==> src/rtl/uart_tx_cfg.sv <==
// UART transmitter: byte FIFO feeding an LSB-first serialiser with optional parity
// and 1/2 stop bits; baud divisor and frame format are written over the config bus.
module uart_tx_cfg #(
    parameter int         PRESCALE       = 16,
    parameter logic [7:0] DEFAULT_DIV    = 8'd53,
    parameter int         FIFO_DEPTH     = 4,
    parameter logic [3:0] CFG_ADDR_BAUD  = 4'h6,
    parameter logic [3:0] CFG_ADDR_FRAME = 4'h7
) (
    input  logic       clk,
    input  logic       rst,
    input  logic [7:0] in_data,
    input  logic       in_valid,
    output logic       in_ready,
    input  logic       c_valid,
    input  logic [3:0] c_addr,
    input  logic [7:0] c_data,
    output logic       c_ready,
    output logic       tx,
    output logic       busy,
    output logic       tx_done
);
    localparam int AW = $clog2(FIFO_DEPTH);
    localparam int PW = (PRESCALE > 1) ? $clog2(PRESCALE) : 1;
    localparam logic [PW-1:0] PRE_MAX = PW'(PRESCALE - 1);
    localparam logic [AW:0] PTR_ONE = 1;

    typedef enum logic [2:0] {
        S_IDLE, S_START, S_DATA, S_PARITY, S_STOP1, S_STOP2
    } state_t;

    state_t        state, state_n;
    logic [7:0]    baud_div;
    logic [2:0]    frame;
    logic [7:0]    mem [FIFO_DEPTH];
    logic [AW:0]   wr_ptr, rd_ptr;
    logic          empty, full, push, pop;
    logic [7:0]    head;
    logic [PW-1:0] pre_cnt;
    logic [7:0]    div_cnt, div_lat;
    logic [2:0]    bit_cnt;
    logic [1:0]    par_mode;
    logic          stop2, par_bit, par_en;
    logic [7:0]    shreg, shreg_n;
    logic          bit_end, frame_end, tx_n;

    // FIFO: extra pointer MSB separates full from empty
    assign empty    = (wr_ptr == rd_ptr);
    assign full     = (wr_ptr[AW] != rd_ptr[AW]) && (wr_ptr[AW-1:0] == rd_ptr[AW-1:0]);
    assign in_ready = !full;
    assign push     = in_valid && !full;
    assign head     = mem[rd_ptr[AW-1:0]];
    assign busy     = (state != S_IDLE) || !empty;
    assign c_ready  = !busy;

    always_ff @(posedge clk or posedge rst) begin
        if (rst) begin
            wr_ptr <= '0;
            rd_ptr <= '0;
        end else begin
            if (push) wr_ptr <= wr_ptr + PTR_ONE;
            if (pop)  rd_ptr <= rd_ptr + PTR_ONE;
        end
    end

    always_ff @(posedge clk) begin
        if (push) mem[wr_ptr[AW-1:0]] <= in_data;
    end

    // Only the low three FRAME bits have storage; the rest read as zero.
    always_ff @(posedge clk or posedge rst) begin
        if (rst) begin
            baud_div <= DEFAULT_DIV;
            frame    <= '0;
        end else if (c_valid && c_ready) begin
            if (c_addr == CFG_ADDR_BAUD)  baud_div <= c_data;
            if (c_addr == CFG_ADDR_FRAME) frame    <= 3'(c_data & 8'h07);
        end
    end

    assign bit_end = (pre_cnt == PRE_MAX) && (div_cnt == div_lat);
    assign par_en  = (par_mode == 2'b01) || (par_mode == 2'b10);

    // State register plus bit timing; counters restart on every pop and bit boundary
    always_ff @(posedge clk or posedge rst) begin
        if (rst) begin
            state    <= S_IDLE;
            tx       <= 1'b1;
            tx_done  <= 1'b0;
            pre_cnt  <= '0;
            div_cnt  <= '0;
            bit_cnt  <= '0;
            div_lat  <= DEFAULT_DIV;
            par_mode <= '0;
            stop2    <= 1'b0;
        end else begin
            state   <= state_n;
            tx      <= tx_n;
            tx_done <= frame_end;
            if (pop || bit_end) begin
                pre_cnt <= '0;
                div_cnt <= '0;
            end else if (pre_cnt == PRE_MAX) begin
                pre_cnt <= '0;
                div_cnt <= div_cnt + 8'd1;
            end else begin
                pre_cnt <= pre_cnt + PW'(1);
            end
            if (pop) begin
                bit_cnt  <= '0;
                div_lat  <= baud_div;
                par_mode <= frame[1:0];
                stop2    <= frame[2];
            end else if (state == S_DATA && bit_end) begin
                bit_cnt <= bit_cnt + 3'd1;
            end
        end
    end

    always_ff @(posedge clk) begin
        shreg <= shreg_n;
        if (pop) par_bit <= (frame[1:0] == 2'b10) ? ~^head : ^head;
    end

    always_comb begin
        state_n   = state;
        pop       = 1'b0;
        frame_end = 1'b0;
        case (state)
            S_IDLE: begin
                if (!empty) begin
                    pop     = 1'b1;
                    state_n = S_START;
                end
            end
            S_START:  if (bit_end) state_n = S_DATA;
            S_DATA:   if (bit_end && bit_cnt == 3'd7) state_n = par_en ? S_PARITY : S_STOP1;
            S_PARITY: if (bit_end) state_n = S_STOP1;
            S_STOP1: begin
                if (bit_end) begin
                    if (stop2) state_n = S_STOP2;
                    else       frame_end = 1'b1;
                end
            end
            S_STOP2:  if (bit_end) frame_end = 1'b1;
            default:  state_n = S_IDLE;
        endcase
        // A queued byte starts immediately after the last stop bit.
        if (frame_end) begin
            if (!empty) begin
                pop     = 1'b1;
                state_n = S_START;
            end else begin
                state_n = S_IDLE;
            end
        end
    end

    always_comb begin
        shreg_n = shreg;
        tx_n    = 1'b1;
        if (pop)                              shreg_n = head;
        else if (state == S_DATA && bit_end)  shreg_n = {1'b0, shreg[7:1]};
        case (state_n)
            S_START:  tx_n = 1'b0;
            S_DATA:   tx_n = shreg_n[0];
            S_PARITY: tx_n = par_bit;
            default:  tx_n = 1'b1;
        endcase
    end
endmodule
==> config.mk <==
export PLATFORM = sky130hd
export DESIGN_NAME = uart_tx_cfg
export DESIGN_NICKNAME = d
export VERILOG_FILES = /design/src/rtl/uart_tx_cfg.sv
export SDC_FILE = /design/constraint.sdc
export NUM_CORES = 1
export LEC_CHECK = 0
export BUFFER_PORTS_ARGS = -buffer_cell sky130_fd_sc_hd__buf_4
export CAP_MARGIN = 10
export CORE_ASPECT_RATIO = 0.5
export CORE_UTILIZATION = 23
export DETAILED_ROUTE_END_ITERATION = 8
export PLACE_DENSITY = 0.5
export SKIP_LAST_GASP = 1
export SYNTH_ARGS = -nofsm -noshare
export SYNTH_HDL_FRONTEND = slang
export SYNTH_SLANG_ARGS = --single-unit
==> constraint.sdc <==
create_clock -name clk -period 3.8 [get_ports clk]
set_input_delay 0.38 -clock clk [delete_from_list [all_inputs] [get_ports clk]]
set_output_delay 0.38 -clock clk [all_outputs]
set_load 0.01 [all_outputs]
* Word-level counts from Yosys, hierarchy flattened
Memory sizes are Yosys's and may differ from the RTL's.
Index checks and enable logic that the tools add are counted.
W data, S select, Z words.
** Operators by class
- Mux-type cells :: 30
- Equal/unequal tests :: 19
- Reduce and logical (&&, ||, !) cells :: 20
- Add/sub/neg operators :: 5
** Operators with widths (number)
- $mux W8 :: 4
- $mux W3 :: 10
- $pmux W3 S6 :: 1
- $eq A3 B2 Y1 const B :: 4
- $mux W1 :: 11
- $add A3 B1 Y3 const B :: 3
- $eq A3 B3 Y1 const B :: 3
- $add A8 B1 Y8 const B :: 1
- $eq A4 B3 Y1 const B :: 2
- $eq A8 B8 Y1 :: 1
- $mux W4 :: 2
- $reduce_xnor A8 Y1 :: 1
- $reduce_xor A8 Y1 :: 1
- $eq A3 B1 Y1 const B :: 2
- $logic_and A1 B1 Y1 :: 6
- $add A4 B1 Y4 const B :: 1
- $eq A2 B2 Y1 const B :: 2
- $eq A4 B4 Y1 const B :: 1
- $reduce_and A2 Y1 :: 2
- $reduce_bool A2 Y1 :: 2
- $eq A3 B3 Y1 :: 1
- $logic_not A1 Y1 :: 3
- $logic_not A3 Y1 :: 1
- $logic_or A1 B1 Y1 :: 3
- 6 further kinds :: 6
** Storage, ports and cells
- Memory bits (writable) :: 32
- Memories :: 1
- Word-level logic and storage cells :: 91
- Bits in registers :: 57
- Input port bits :: 24
** Memories
- mem :: depth 4, bits a word 8, read ports 1, clocked after Yosys merged registers in 0, write ports 1, line 35 : logic [7:0] mem [FIFO_DEPTH];

* Depth between registers and ports, before layout
Gate-level depths: netlist of run 1.
- Depth after elaboration :: 8
- Gate-level depth with buffers :: 10

* Worst setup path before layout of run 1
No wires, ideal clock.
- Kind :: reg2reg
- From :: reg pre_cnt[0]
- To :: reg shreg[1], enable pin
- Buffers on the path :: 2
- Cell stages (with the launch flop) :: 9
- Slack :: 1068 ps
- Library setup time :: 381 ps
- Data arrival time :: 2351 ps
- Period minus slack after synthesis :: 2732 ps
- Path through :: dfrtp_1 > ha_1 > and3_1 > buf_6 > or3b_4 > nor4b_1 > o21ai_2 > clkbuf_1 > o21ai_0
** On the way
- Word-level cells in the longest chain between the ends :: 6
- Elaborated cells on any way between the ends :: 8
** RTL lines
- from (decl) :: line 39 : logic [PW-1:0] pre_cnt;
- from (signal assigned) :: line 107 : pre_cnt <= pre_cnt + PW'(1);
- $eq A4 B4 Y1 * :: line 81 : assign bit_end = (pre_cnt == PRE_MAX) && (div_cnt == div_lat);
- $logic_and A1 B1 Y1 * :: line 81
- $mux W1 (on tied branches) :: line 145, 140
- $pmux W1 S2 :: line 129 : case (state)
- $mux W1 :: line 149 : if (frame_end) begin
- $reduce_bool A2 Y1 (no source line) *
- to (signal assigned) :: line 121 : shreg <= shreg_n;
- to (decl) :: line 44 : logic [7:0] shreg, shreg_n;
Every way passes the cells marked *; elsewhere a longest branch is shown, timed or not.
A chain may end at the register's enable or synchronous reset.

* Worst setup path after layout of run 1
- From :: reg pre_cnt[0]
- To :: reg shreg[4], enable pin
Same word-level chain as after synthesis.

==> Implementation_results.wiki, run 1 <==
{| class="wikitable"
! Metric !! Value
|-
| Leading cell type in the layout, fill and taps excluded || sky130_fd_sc_hd__nand2_1
|-
| Overall routed net length || 7210 um
|-
| Run status || complete, no violations
|-
| Std cell rows || 33
|-
| Gpl congestion || 0.721
|-
| Post-route DRC violation count || 0
|-
| Number of fill cells in the layout || 1,716
|-
| Area of the die || 17,600 um2
|-
| Max-capacitance violation count || 0
|-
| Residual overflow from global routing || 0
|-
| Part of the Yosys area used for sequential elements || 62.2%
|-
| Reg-to-reg critical path startpoint || pre_cnt[0]$_DFF_PP0_
|-
| Number of gates resized after CTS || 0
|-
| Combinational family with the most area after synthesis || simple AND/OR/NAND/NOR gates
|-
| Clock tree from TritonCTS || yes
|-
| Core outline area || 16,500 um2
|-
| Synthesis-stage register bit count || 89
|-
| Leak pwr || 0.00197 uW
|-
| Fraction of the mapped netlist area in compound gates || 3.90%
|-
| Type of the worst setup path || flip-flop to flip-flop
|-
| Worst Setup Start Kind || flip-flop
|-
| Number of slew-limit violations in the final report || 0
|-
| Final Hold Fails || 0
|-
| Post-synthesis share of cell area spent on full adders, half adders and majority gates || 2.88%
|-
| Synth Cell Area || 3920 um2
|-
| Post-synth cell types || 44
|-
| Top area cells in the synthesized netlist || sky130_fd_sc_hd__edfxtp_1 (31%), sky130_fd_sc_hd__dfrtp_1 (25%), sky130_fd_sc_hd__dfstp_2 (6.0%)
|-
| Total clock sinks || 89
|-
| Setup violations, final || 0
|-
| Root Driver || sky130_fd_sc_hd__clkbuf_16
|-
| Total number of nets in the final design || 364
|-
| Min-Delay Path Class || input port to asynchronous set/reset pin
|-
| Inst Count DP || 547
|-
| Xor/xnor share of the synthesized area || 7.38%
|-
| Gate Count Post-Synth || 294
|-
| RSZ-0062 raised after global routing || no
|-
| Total of buffers placed on input and output ports || 28
|-
| Worst Tran Pin Value || 0.969 ns
|-
| Mapped Avg Cell Area || 13.3 um2
|-
| Portion of synthesized cell area occupied by the leading cell type || 30.7%
|-
| Top-level port count || 29
|-
| Highest achievable clock rate || 326 MHz
|-
| Share of the clock period used by the worst path after layout || 80.7%
|-
| Post-layout minimum cycle time || 3.07 ns
|-
| Number of antenna violations at the first check in global routing || 0
|-
| Area fraction in and, or, nand and nor cells after synthesis || 12.4%
|-
| Routed wirelength normalized by instance count || 12.8 um
|-
| Global-route usage over all layers || 8.97%
|-
| Maximum level of the CTS H-tree || 3
|-
| Commonest register cell after synthesis || sky130_fd_sc_hd__edfxtp_1
|-
| Detailed Routing Iterations Pass 1 || 4
|-
| Via total after detailed routing || 2,263
|-
| Antenna diode count || 0
|-
| Post-route insts no fill || 563
|-
| Number of hold-repair buffers added at the cts stage || 0
|-
| Cell type with the highest aggregate area in the netlist || sky130_fd_sc_hd__edfxtp_1
|-
| Maximum number of pins on one net before global-route repair || 28
|-
| Proportion of register bits with asynchronous set or reset after synthesis || 53.9%
|-
| Die span in x || 187 um
|-
| Remaining antenna violation count || 0
|-
| Die span in y || 94.3 um
|-
| Starting utilization of the core area || 23.7%
|-
| Cell Pwr Density || 703 nW/um2
|-
| Insertion delay to the later sink of the worst-skew pair || 0.35 ns
|-
| Number of synthesized flops with an enable pin || 40
|-
| Arrival time at the worst endpoint || 3.04 ns
|-
| Global-route wire length before repair || 12,000 um
|-
| Post-DR vias/cell || 4.02
|-
| Vias in the first global route || 2,358
|-
| Number of buffers added by the clock tree synthesis step || 9
|-
| Multiplexer fraction of the synthesized cell area || 9.43%
|-
| Net count of the mapped netlist || 327
|-
| Required time of the critical path || 3.77 ns
|-
| Detail Placement HPWL || 4960 um
|-
| Iteration-0 DRC count of the detailed router || 135
|-
| Total of warnings raised by yosys || 0
|-
| Clock Skew || 0.00808 ns
|-
| Setup TNS Final || 0 ns
|-
| Worst R2R Path Depth || 5
|-
| Setup fix buffers added after clock tree synthesis || 0
|-
| Commonest cells after routing, fill and taps aside || sky130_fd_sc_hd__nand2_1 (47), sky130_fd_sc_hd__edfxtp_1 (40), sky130_fd_sc_hd__dfrtp_1 (39), sky130_fd_sc_hd__buf_4 (34), sky130_fd_sc_hd__nor2_1 (22)
|-
| Share of layout cells above drive strength 1 || 25.6%
|-
| Slew headroom || 34.7%
|-
| Register-to-register setup slack || 0.73 ns
|-
| Area Overhead vs Synth || 20.2%
|-
| Max FO, Critical Path || 9
|-
| Setup crit end kind || flip-flop
|-
| Maximum buffer depth of the clock tree || 2
|-
| Clock-pin transition on the worst setup and hold timing paths || 0.07 ns
|-
| Worst R2R End || shreg[4]$_DFFE_PP_
|-
| Worst voltage drop across the vdd grid || 274 uV
|}
## per-stage QoR
stage | area (um2) | power (uW) | utilization (%) | setup WS, ns | hold WS, ns
after CTS | 4710 | 3360 | 28.5 | 0.676 | 0.0671
after global routing | 4710 | 3540 | 28.5 | 0.486 | 0.105
after global placement | 4410 | 2480 | 26.7 | 0.693 | 0.440
after detailed placement | 4410 | 2480 | 26.7 | 0.663 | 0.438
after floorplan | 3920 | 2200 | - | 1.07 | 0.433
final | 4710 | 3310 | 28.5 | 0.733 | 0.0612
## registers in the layout, summed over array words and instances, names as in the netlist, 2 cells and up
register,flops
wr_ptr,3
mem,32
shreg,8
bit_cnt,3
baud_div,8
par_mode,2
pre_cnt,4
rd_ptr,3
div_lat,8
frame,3
state,3
div_cnt,8
## how the worst max path moves through the flow
stage               depth (start not counted)  slack (ns)                  to            startpoint
floorplan                                   8        1.07  shreg[1]$_DFFE_PP_  pre_cnt[0]$_DFF_PP0_
global placement                            5        0.69  shreg[3]$_DFFE_PP_  pre_cnt[0]$_DFF_PP0_
detailed placement                          5        0.66  shreg[3]$_DFFE_PP_  pre_cnt[0]$_DFF_PP0_
CTS                                         5        0.68  shreg[4]$_DFFE_PP_  pre_cnt[0]$_DFF_PP0_
global route                                5        0.49  shreg[2]$_DFFE_PP_  pre_cnt[0]$_DFF_PP0_
finish                                      5        0.73  shreg[4]$_DFFE_PP_  pre_cnt[0]$_DFF_PP0_
## power breakdown
group | leakage, uW | switching [uW] | internal [uW]
combinational | 0.000834 | 568 | 475
clock | 0.000146 | 400 | 464
sequential | 0.000988 | 125 | 1280
## kinds of logic (layout without fill, tap and decap cells)
family,after synthesis,in the layout
AO/OA/AOI/OAI,20,20
multiplexers,25,25
AND/OR/NAND/NOR,102,102
XOR/XNOR,33,33
buffers and inverters,16,58
adder cells (fa/ha/maj),9,9
flip-flops,89,89
## critical path: stages (launching register included)
cell and delay, ns:
sky130_fd_sc_hd__dfrtp_1 0.39, sky130_fd_sc_hd__ha_1 0.21, sky130_fd_sc_hd__and3_1 0.38, sky130_fd_sc_hd__or3b_4 0.45, sky130_fd_sc_hd__or3_1 0.46, sky130_fd_sc_hd__o21ai_0 0.81
## synthesized netlist by cell type (2+ instances only)
cell                       instances
sky130_fd_sc_hd__o21ai_0           3
sky130_fd_sc_hd__clkbuf_1          3
sky130_fd_sc_hd__ha_1              9
sky130_fd_sc_hd__mux2_2           11
sky130_fd_sc_hd__and3_1            7
sky130_fd_sc_hd__mux2i_1           5
sky130_fd_sc_hd__mux4_2            8
sky130_fd_sc_hd__nand3_1           3
sky130_fd_sc_hd__edfxtp_1         40
sky130_fd_sc_hd__dfstp_2           9
sky130_fd_sc_hd__a22o_1            6
sky130_fd_sc_hd__nor2b_1           2
sky130_fd_sc_hd__nor3_1            4
sky130_fd_sc_hd__a21oi_1           2
sky130_fd_sc_hd__and2_1            2
sky130_fd_sc_hd__nor2_1           22
sky130_fd_sc_hd__nand4_1           5
sky130_fd_sc_hd__nand2_1          47
sky130_fd_sc_hd__nor4_1            2
sky130_fd_sc_hd__buf_2             4
sky130_fd_sc_hd__or2_2             2
sky130_fd_sc_hd__dfrtp_1          39
sky130_fd_sc_hd__xnor2_1          21
sky130_fd_sc_hd__inv_1             7
sky130_fd_sc_hd__xor2_1           12
## routing by layer
| metal | GRT usage (%) | vias up | routed length (um) |
|---|---|---|---|
| met5 | 0 | - | 0 |
| met4 | 4.23 | 0 | 142 |
| met3 | 2.54 | 15 | 281 |
| met2 | 13.8 | 38 | 3150 |
| met1 | 11.7 | 1092 | 3640 |
| li1 | - | 1118 | - |
## cell type report
type / count / area [um2] / share of cell area, %
inverters: 8 / 30.0 / 0.638
well taps: 227 / 284 / 6.04
clock inverters: 7 / 68.8 / 1.46
repair buffers: 34 / 255 / 5.42
multi-input cells: 189 / 1410 / 29.9
flip-flops and latches: 89 / 2430 / 51.7
clock buffers: 9 / 225 / 4.79
Note: power is estimated with default switching activity, not from simulation.
==> inputs of run 2 (changes only) <==
Settings changed: ABC_AREA set to 1, PLACE_DENSITY 0.5 to 0.49.
Clock period 3.8 ns to 3.1 ns, I/O delays scaled along.
==> run 2 against run 1 <==
  * Die area increased by 13%
  * Sequential power about the same
  * Count of clock-buffer cells in the layout unchanged
  * Largest cell class unchanged
  * Clock power increased by 47%
  * Largest power group unchanged
==> Implementation_results.wiki, run 2 <==
{| class="wikitable"
! Metric !! Value
|-
| Portion of synthesized cell area occupied by the leading cell type || 27.1% (was 30.7%)
|-
| Clock Skew || 0.00934 ns (was 0.00808 ns)
|-
| Top-level port count || 29 (unchanged)
|-
| Via total after detailed routing || 3,053 (was 2,263)
|-
| Hold path startpoint || in_data[7]
|-
| Setup crit end kind || flip-flop (unchanged)
|-
| Max-capacitance violation count || 0 (unchanged)
|-
| Slew headroom || 31.4% (was 34.7%)
|-
| Share of layout cells above drive strength 1 || 18.2% (was 25.6%)
|-
| Setup violations, final || 0 (unchanged)
|-
| Type of the worst setup path || flip-flop to flip-flop (unchanged)
|-
| Residual overflow from global routing || 0 (unchanged)
|-
| Net count of the mapped netlist || 516 (was 327)
|-
| Destination of the worst hold path || mem[3][7]$_DFFE_PP_
|-
| Synth Cell Area || 4420 um2 (was 3920 um2)
|-
| Maximum level of the CTS H-tree || 3 (unchanged)
|-
| Number of synthesized flops with an enable pin || 40 (unchanged)
|-
| Total number of nets in the final design || 551 (was 364)
|-
| Clock-pin transition on the worst setup and hold timing paths || 0.07 ns (about the same)
|-
| Worst R2R End || shreg[6]$_DFFE_PP_ (was shreg[4]$_DFFE_PP_)
|-
| Max FO, Critical Path || 27 (was 9)
|-
| Die span in y || 100 um (was 94.3 um)
|-
| Total clock sinks || 89 (unchanged)
|-
| Remaining antenna violation count || 0 (unchanged)
|-
| Part of the Yosys area used for sequential elements || 55.0% (was 62.2%)
|-
| Arrival time at the worst endpoint || 2.36 ns (was 3.04 ns)
|-
| Clock tree from TritonCTS || yes (unchanged)
|-
| Worst R2R Path Depth || 11 (was 5)
|-
| Post-synth cell types || 35 (was 44)
|-
| Flip-flop count of the largest register after layout || 32 (unchanged)
|-
| Antenna diode count || 0 (unchanged)
|-
| Die span in x || 198 um (was 187 um)
|-
| Share of the clock period used by the worst path after layout || 75.5% (was 80.7%)
|-
| Number of slew-limit violations in the final report || 0 (unchanged)
|-
| Number of antenna violations at the first check in global routing || 0 (unchanged)
|-
| Routed wirelength normalized by instance count || 11.2 um (was 12.8 um)
|-
| Number of buffers added by the clock tree synthesis step || 9 (unchanged)
|-
| Highest achievable clock rate || 427 MHz (was 326 MHz)
|-
| Commonest cells after routing, fill and taps aside || sky130_fd_sc_hd__nand2_1 (139), sky130_fd_sc_hd__inv_1 (56), sky130_fd_sc_hd__nor2_1 (40), sky130_fd_sc_hd__edfxtp_1 (40), sky130_fd_sc_hd__dfrtp_1 (39) (was sky130_fd_sc_hd__nand2_1 (47), sky130_fd_sc_hd__edfxtp_1 (40), sky130_fd_sc_hd__dfrtp_1 (39), sky130_fd_sc_hd__buf_4 (34), sky130_fd_sc_hd__nor2_1 (22))
|-
| Area of the die || 19,800 um2 (was 17,600 um2)
|-
| Worst Tran Pin Value || 1.03 ns (was 0.969 ns)
|-
| Number of hold-repair buffers added at the cts stage || 0 (unchanged)
|-
| Post-layout minimum cycle time || 2.34 ns (was 3.07 ns)
|-
| Global-route wire length before repair || 15,000 um (was 12,000 um)
|-
| Proportion of register bits with asynchronous set or reset after synthesis || 53.9% (unchanged)
|-
| Met3 wire len || 192 um (was 281 um)
|-
| Maximum buffer depth of the clock tree || 2 (unchanged)
|-
| Met2 Routed Length || 4110 um (was 3150 um)
|-
| Synthesis-stage register bit count || 89 (unchanged)
|-
| Gpl congestion || 0.820 (was 0.721)
|-
| Std cell rows || 35 (was 33)
|-
| Worst voltage drop across the vdd grid || 247 uV (was 274 uV)
|-
| Leading cell type in the layout, fill and taps excluded || sky130_fd_sc_hd__nand2_1 (unchanged)
|-
| Gate Count Post-Synth || 483 (was 294)
|-
| Final Hold Fails || 0 (unchanged)
|-
| Setup fix buffers added after clock tree synthesis || 0 (unchanged)
|-
| Top-count cell post-synth || sky130_fd_sc_hd__nand2_1 (unchanged)
|-
| Overall routed net length || 8770 um (was 7210 um)
|-
| Post-DR vias/cell || 3.90 (was 4.02)
|-
| Mapped Avg Cell Area || 9.16 um2 (was 13.3 um2)
|-
| Top area cells in the synthesized netlist || sky130_fd_sc_hd__edfxtp_1 (27%), sky130_fd_sc_hd__dfrtp_1 (22%), sky130_fd_sc_hd__nand2_1 (12%) (was sky130_fd_sc_hd__edfxtp_1 (31%), sky130_fd_sc_hd__dfrtp_1 (25%), sky130_fd_sc_hd__dfstp_2 (6.0%))
|-
| Register-to-register setup slack || 0.76 ns (was 0.73 ns)
|-
| Core outline area || 18,600 um2 (was 16,500 um2)
|-
| Detailed Routing Iterations Pass 1 || 4 (unchanged)
|-
| Hold Path Cell Cnt || 1
|-
| Commonest register cell after synthesis || sky130_fd_sc_hd__edfxtp_1 (unchanged)
|-
| Detail Placement HPWL || 6230 um (was 4960 um)
|-
| Vias in the first global route || 3,018 (was 2,358)
|-
| Area post-placement || 4910 um2 (was 4410 um2)
|-
| Required time of the critical path || 3.12 ns (was 3.77 ns)
|-
| Area of combinational cells with multiple inputs || 1640 um2 (was 1410 um2)
|-
| Worst Setup Start Kind || flip-flop (unchanged)
|-
| Min-Delay Path Class || input port to flip-flop (was input port to asynchronous set/reset pin)
|-
| Run status || complete, no violations (unchanged)
|-
| Insertion delay to the later sink of the worst-skew pair || 0.34 ns (was 0.35 ns)
|-
| Reg-to-reg critical path startpoint || pre_cnt[0]$_DFF_PP0_ (unchanged)
|-
| Cell Pwr Density || 576 nW/um2 (was 703 nW/um2)
|-
| Top routing layer in use || met4 (unchanged)
|-
| Top post-synthesis cells by count || sky130_fd_sc_hd__nand2_1 (139), sky130_fd_sc_hd__inv_1 (57), sky130_fd_sc_hd__edfxtp_1 (40), sky130_fd_sc_hd__nor2_1 (40), sky130_fd_sc_hd__dfrtp_1 (39) (was sky130_fd_sc_hd__nand2_1 (47), sky130_fd_sc_hd__edfxtp_1 (40), sky130_fd_sc_hd__dfrtp_1 (39))
|-
| Non-Filler Cell Area, Final || 5260 um2 (was 4710 um2)
|-
| Global-route usage over all layers || 9.78% (was 8.97%)
|-
| Total of buffers placed on input and output ports || 28 (unchanged)
|-
| Number of gates resized after CTS || 0 (unchanged)
|-
| Sum of routed wire segments on met1 || 4340 um (was 3640 um)
|-
| PnR Total Power || 3030 uW (was 3310 uW)
|-
| Number of fill cells in the layout || 1,978 (was 1,716)
|-
| Starting utilization of the core area || 23.8% (was 23.7%)
|-
| RSZ-0062 raised after global routing || no (unchanged)
|-
| Total of warnings raised by yosys || 0 (unchanged)
|-
| Cell type with the highest aggregate area in the netlist || sky130_fd_sc_hd__edfxtp_1 (unchanged)
|-
| Leak pwr || 0.00242 uW (was 0.00197 uW)
|-
| Setup TNS Final || 0 ns (unchanged)
|-
| Sequential standard cell area || 2430 um2 (unchanged)
|-
| Post-route DRC violation count || 0 (unchanged)
|-
| Maximum number of pins on one net before global-route repair || 49 (was 28)
|-
| Iteration-0 DRC count of the detailed router || 121 (was 135)
|-
| Area Overhead vs Synth || 18.8% (was 20.2%)
|-
| Root Driver || sky130_fd_sc_hd__clkbuf_16 (unchanged)
|}
run 2: cell types whose count changed after synthesis, sizes merged, moves of 11 or more:
cell | before | now
nand2 | 47 | 147
inv | 7 | 65
nand3 | 3 | 33
nor2 | 22 | 49
o21ai | 4 | 31
xnor2 | 21 | 9
mux2 | 12 | 1
run 2: metrics by stage:
stage | cells | setup slack, ns | utilization (%) | hold slack, ns
2_1_floorplan | 483 | 1.23 | - | 0.409
3_3_place_gp | 766 | 0.825 | 26.4 | 0.445
3_5_place_dp | 766 | 0.738 | 26.4 | 0.466
4_1_cts | 782 | 0.723 | 28.2 | 0.152
5_1_grt | 782 | 0.506 | 28.2 | 0.151
6_report | 782 | 0.759 | 28.2 | 0.163
run 2: kinds of logic (layout without fill, tap and decap cells):
logic type,after synthesis,in the layout,synth area share (%)
compound gates,42,42,4.86
xor+xnor,21,21,4.84
fa+ha+maj,9,9,2.55
buf+inv,77,117,8.00
flops,89,89,55.0
mux,1,1,0.255
simple gates,244,244,24.5
run 2: worst max path at each step:
stage	slack [ns]	end	cells past startpoint	from
after global routing	0.51	shreg[6]$_DFFE_PP_	11	pre_cnt[0]$_DFF_PP0_
after global placement	0.83	shreg[7]$_DFFE_PP_	11	pre_cnt[0]$_DFF_PP0_
final	0.76	shreg[6]$_DFFE_PP_	11	pre_cnt[0]$_DFF_PP0_
after CTS	0.72	shreg[6]$_DFFE_PP_	11	pre_cnt[0]$_DFF_PP0_
after detailed placement	0.74	shreg[3]$_DFFE_PP_	11	pre_cnt[0]$_DFF_PP0_
after floorplan	1.23	shreg[1]$_DFFE_PP_	12	div_lat[0]$_DFFE_PP1N_
run 2: power breakdown:
part           switching (uW)  leakage, uW  internal [uW]
clock network             478     0.000169            797
registers                41.8     0.000966           1350
logic                     223      0.00129            141
run 2: layout make-up:
class                   instances  area share, %
clock buffers                   9           4.28
clock inverters                 7           2.36
inverters                      67           4.90
multi-input cells             317           31.1
flip-flops and latches         89           46.3
well taps                     259           6.17
repair buffers                 34           4.86
run 2: critical path: stages (launching register included):
cell                       delay, ns
sky130_fd_sc_hd__dfrtp_1        0.37
sky130_fd_sc_hd__ha_1           0.20
sky130_fd_sc_hd__nand3_2        0.11
sky130_fd_sc_hd__clkinv_2       0.11
sky130_fd_sc_hd__nand2_1        0.07
sky130_fd_sc_hd__nor2_2         0.20
sky130_fd_sc_hd__nand3_2        0.14
sky130_fd_sc_hd__nand2_2        0.11
sky130_fd_sc_hd__nand2_4        0.20
sky130_fd_sc_hd__clkinv_4       0.21
sky130_fd_sc_hd__nor2_2         0.06
sky130_fd_sc_hd__inv_1          0.22
run 2: metal layers:
| metal | up-vias | GRT usage, % |
|---|---|---|
| met2 | 22 | 16.1 |
| met5 | - | 0 |
| met3 | 11 | 2.82 |
| met4 | 0 | 2.92 |
| li1 | 1609 | - |
| met1 | 1411 | 12.4 |
